$ cat src/rtl/counter_run_controller.sv
// Run sequencer for a SIZE-bit binary counter: clear, count to target, pulse done.
// Optional AUTO_RELOAD_EN: DONE loops back to CLEAR with the same latched target.
module counter_run_controller #(
  parameter int SIZE = 4
) (
  input  logic            clk,
  input  logic            rst,
  input  logic            start,
  input  logic [SIZE-1:0] target,
  input  logic            pause,
  input  logic            abort,
  input  logic [SIZE-1:0] count,
  output logic            cnt_enable,
  output logic            cnt_clear,
  output logic            busy,
  output logic            done
);

  typedef enum logic [1:0] {
    IDLE  = 2'd0,
    CLEAR = 2'd1,
    RUN   = 2'd2,
    DONE  = 2'd3
  } state_t;

  state_t          state;
  logic [SIZE-1:0] target_q;
  logic            at_target;

  assign at_target = (count == target_q);

  always_ff @(posedge clk or negedge rst) begin
    if (!rst) begin
      state    <= IDLE;
      target_q <= '0;
    end else if (abort) begin
      state <= IDLE;
    end else begin
      case (state)
        IDLE: if (start) begin
          state    <= CLEAR;
          target_q <= target;
        end
        CLEAR: state <= RUN;
        // a paused cycle never advances, even when the target is already reached
        RUN: if (at_target && !pause) state <= DONE;
`ifdef AUTO_RELOAD_EN
        DONE: state <= CLEAR;
`else
        DONE: state <= IDLE;
`endif
        default: state <= IDLE;
      endcase
    end
  end

  // abort gates the counter controls combinationally so they drop in its own cycle
  always_comb begin
    cnt_clear  = (state == CLEAR) && !abort;
    cnt_enable = (state == RUN) && !pause && !at_target && !abort;
    busy       = (state == CLEAR) || (state == RUN);
    done       = (state == DONE);
  end

endmodule
$ cat config.mk
export PLATFORM = sky130hd
export DESIGN_NAME = counter_run_controller
export DESIGN_NICKNAME = d
export VERILOG_FILES = /design/src/rtl/counter_run_controller.sv
export SDC_FILE = /design/constraint.sdc
export NUM_CORES = 1
export LEC_CHECK = 0
export ABC_CLOCK_PERIOD_IN_PS = 1650
export CAP_MARGIN = 10
export CORE_UTILIZATION = 30
export CTS_CLUSTER_DIAMETER = 40
export DETAILED_ROUTE_END_ITERATION = 8
export GPL_TIMING_DRIVEN = 1
export PLACE_DENSITY = 0.66
export SETUP_SLACK_MARGIN = 0.4
export SLEW_MARGIN = 30
export SYNTH_ARGS = -nofsm -noshare
export SYNTH_HDL_FRONTEND = slang
export SYNTH_SLANG_ARGS = --single-unit
$ cat constraint.sdc
create_clock -name clk -period 1.65 [get_ports clk]
set_clock_uncertainty 0.1 [all_clocks]
set_input_delay 0.2475 -clock clk [delete_from_list [all_inputs] [get_ports clk]]
set_output_delay 0.2475 -clock clk [all_outputs]
set_load 0.01 [all_outputs]
==> impl_metrics.toml <==
[drt]
viasPerCell = 4.73
wire_per_inst_um = 14.0
dr.pass1.iters = 3
drc = 0
first_iter_violations = 3
antenna_left = 0
dr_total_vias = 374
wl_mm = 1.11

[status]
violations = "negative setup slack"
status = "finished, violations left"

[setup_path]
critPathArrivalTime_ns = 1.42
worstPathCellList = "clkdlybuf4s50_1 -> xor2_1 -> o41ai_2 -> nor3_2 -> buf_2"
crit_required_ns = 1.30
critical-path-slowest-cell = "clkdlybuf4s50_1"
crit_type = "input pin to output pin"
startpoint_type = "input pin"
cp_slowest_stage_delay_ns = 0.41
crit_path_end_kind = "output pin"
critPathMaxFanout = 2

[global_routing]
grt_pass1_vias = 406
grt_pass1_wl_mm = 1.59
grt_usage_pct = 16.4
grt_start_max_net_pins = 7
antenna_found_initial = 0
grt.overflow.total = 0

[logic_synthesis]
synth_nets = 52
synth-seq-cells = 6
synth_cells = 34
synth_area_um2 = 399
syn_avg_cell_area_um2 = 11.7
yosysSeqAreaShare_pct = 37.6
yosysWarnings = 0
synth.distinct_cells = 14

[place]
dp_cells = 70
gp_congestion = 0.730
dp_hpwl_um = 753
port_buffers = 16
post-place-ws_ns = -0.521

[power]
cellPowerDensity_nw_per_um2 = 1560
p_leak_nw = 0.368
vdd_drop_max_mv = 0.856
finalPower_w = 0.00123

[die]
die_area_um2 = 1480
core_area_um2 = 1170
die_w_um = 38.5
num_rows = 12
start_util_pct = 34.1
io_pins = 17
die_h_um = 38.5

[timing]
rsz0062_at_grt = "yes"
max_freq_ghz = 0.566
fin_crit_ns = 1.77
slew_headroom_pct = 76.9
fin_crit_sh_pct = 107
fin_ws_ns = -0.116
setup-violations-final = 7
hold_viol = 0
drv_slew = 0
worst_pin_slew_ns = 0.343

[min_path]
min_path_type = "input pin to async pin"

[cts]
cts_root_buf = "clkbuf_4"
cts_tree = "yes"
numCtsBuffers = 3
cts.sinks = 6
cts.path.max_buffers = 2
insertion_delay_ns = 0.24
htree_levels = 1
path_clk_slew_ns = 0.04

[cells_and_area]
final_common_cell = "buf_6"
finalNetCount = 85
most-common-layout-cells = "buf_6 (11), clkdlybuf4s50_1 (10), dfrtp_1 (6)"
drive_above_1_share_pct = 49.2
instances_no_fill = 79
num-fill-cells = 93
multi_input_area_um2 = 308
regArea_um2 = 150
antenna_cells = 0
area_delta_synth_final_pct = 97.5

[run]
max_cap_violations = 0
-- cells by family after synthesis --
group,after synthesis,share of synthesized area (%)
fa+ha+maj,5,15.7
simple gates,7,11.0
mux,6,16.3
buf+inv,3,2.82
compound gates,3,7.84
flops,6,37.6
xor+xnor,4,8.78
-- worst max-delay path: cells and delay by family --
family | cells | cell delay, ns
compound gates | 1 | 0.40
xor+xnor | 1 | 0.15
buf+inv | 2 | 0.56
simple gates | 1 | 0.06
-- worst paths after layout --
path / from / to / slack, ns / depth (start not counted)
min in group clk: target_q[3] / target_q[3] / 0.43 / 1
worst min-delay path: rst / target_q[1] / 0.15 / 1
worst min register to register: target_q[3] / target_q[3] / 0.43 / 1
worst max register to register: state[0] / target_q[0] / -0.05 / 7
max in group asynchronous: rst / state[0] / 1.09 / 1
worst max-delay path: count[0] / cnt_enable / -0.12 / 5
-- report_power, final --
| part | internal, W | switching [W] |
|---|---|---|
| registers | 0.000220 | 0.0000665 |
| clock network | 0.0000819 | 0.0000481 |
| logic | 0.000504 | 0.000310 |
| total | 0.000806 | 0.000424 |
-- per-layer routing --
metal | GRT usage (%) | up-vias | share of wire [%]
met5 | 0 | - | 0
met4 | 5.17 | 0 | 0.54
met3 | 5.81 | 2 | 6.2
met2 | 33.5 | 13 | 57
met1 | 14.3 | 182 | 36
li1 | - | 177 | -
-- layout make-up --
cell class / count / area share, %
Tap cell: 14 / 2.22
Multi-Input combinational cell: 25 / 39.0
Sequential cell: 6 / 19.0
Clock buffer: 3 / 2.86
Timing Repair Buffer: 28 / 35.1
Inverter: 3 / 1.75
-- sequential cells by signal (all words and copies together), names as in the netlist --
| register | cells |
|---|---|
| target_q | 4 |
| state | 2 |
-- synthesized netlist by cell type (all sizes together) --
cell,number,area (um^2)
a22oi,1,7.51
dfrtp,6,150
ha,5,62.6
inv,3,11.3
mux2,4,45.0
mux2i,2,20.0
nand2,1,6.26
nand2b,3,18.8
nand3b,1,7.51
nor2b,1,6.26
nor3,1,5.00
o21bai,1,7.51
o41ai,1,16.3
xor2,4,35.0
-- what timing repair did --
item,4_1_cts,5_1_grt
hold buffers,0,0
endpoints found under the setup margin,10,10
buffers inserted,4,2
pin swaps,3,5
resized for setup,30,9
-- per-stage QoR --
| stage | hold slack (ns) | utilization (%) | area [um^2] | setup TNS, ns |
|---|---|---|---|---|
| after CTS | 0.150 | 61.5 | 721 | -0.165 |
| after floorplan | -0.148 | - | 420 | 0 |
| after global placement | 0.403 | 54.9 | 643 | -1.10 |
| final | 0.150 | 67.3 | 788 | -0.443 |
| after global routing | 0.155 | 67.3 | 788 | -0.870 |
| after detailed placement | 0.403 | 54.9 | 643 | -1.30 |
No activity file was read; power rests on OpenSTA's default activity.
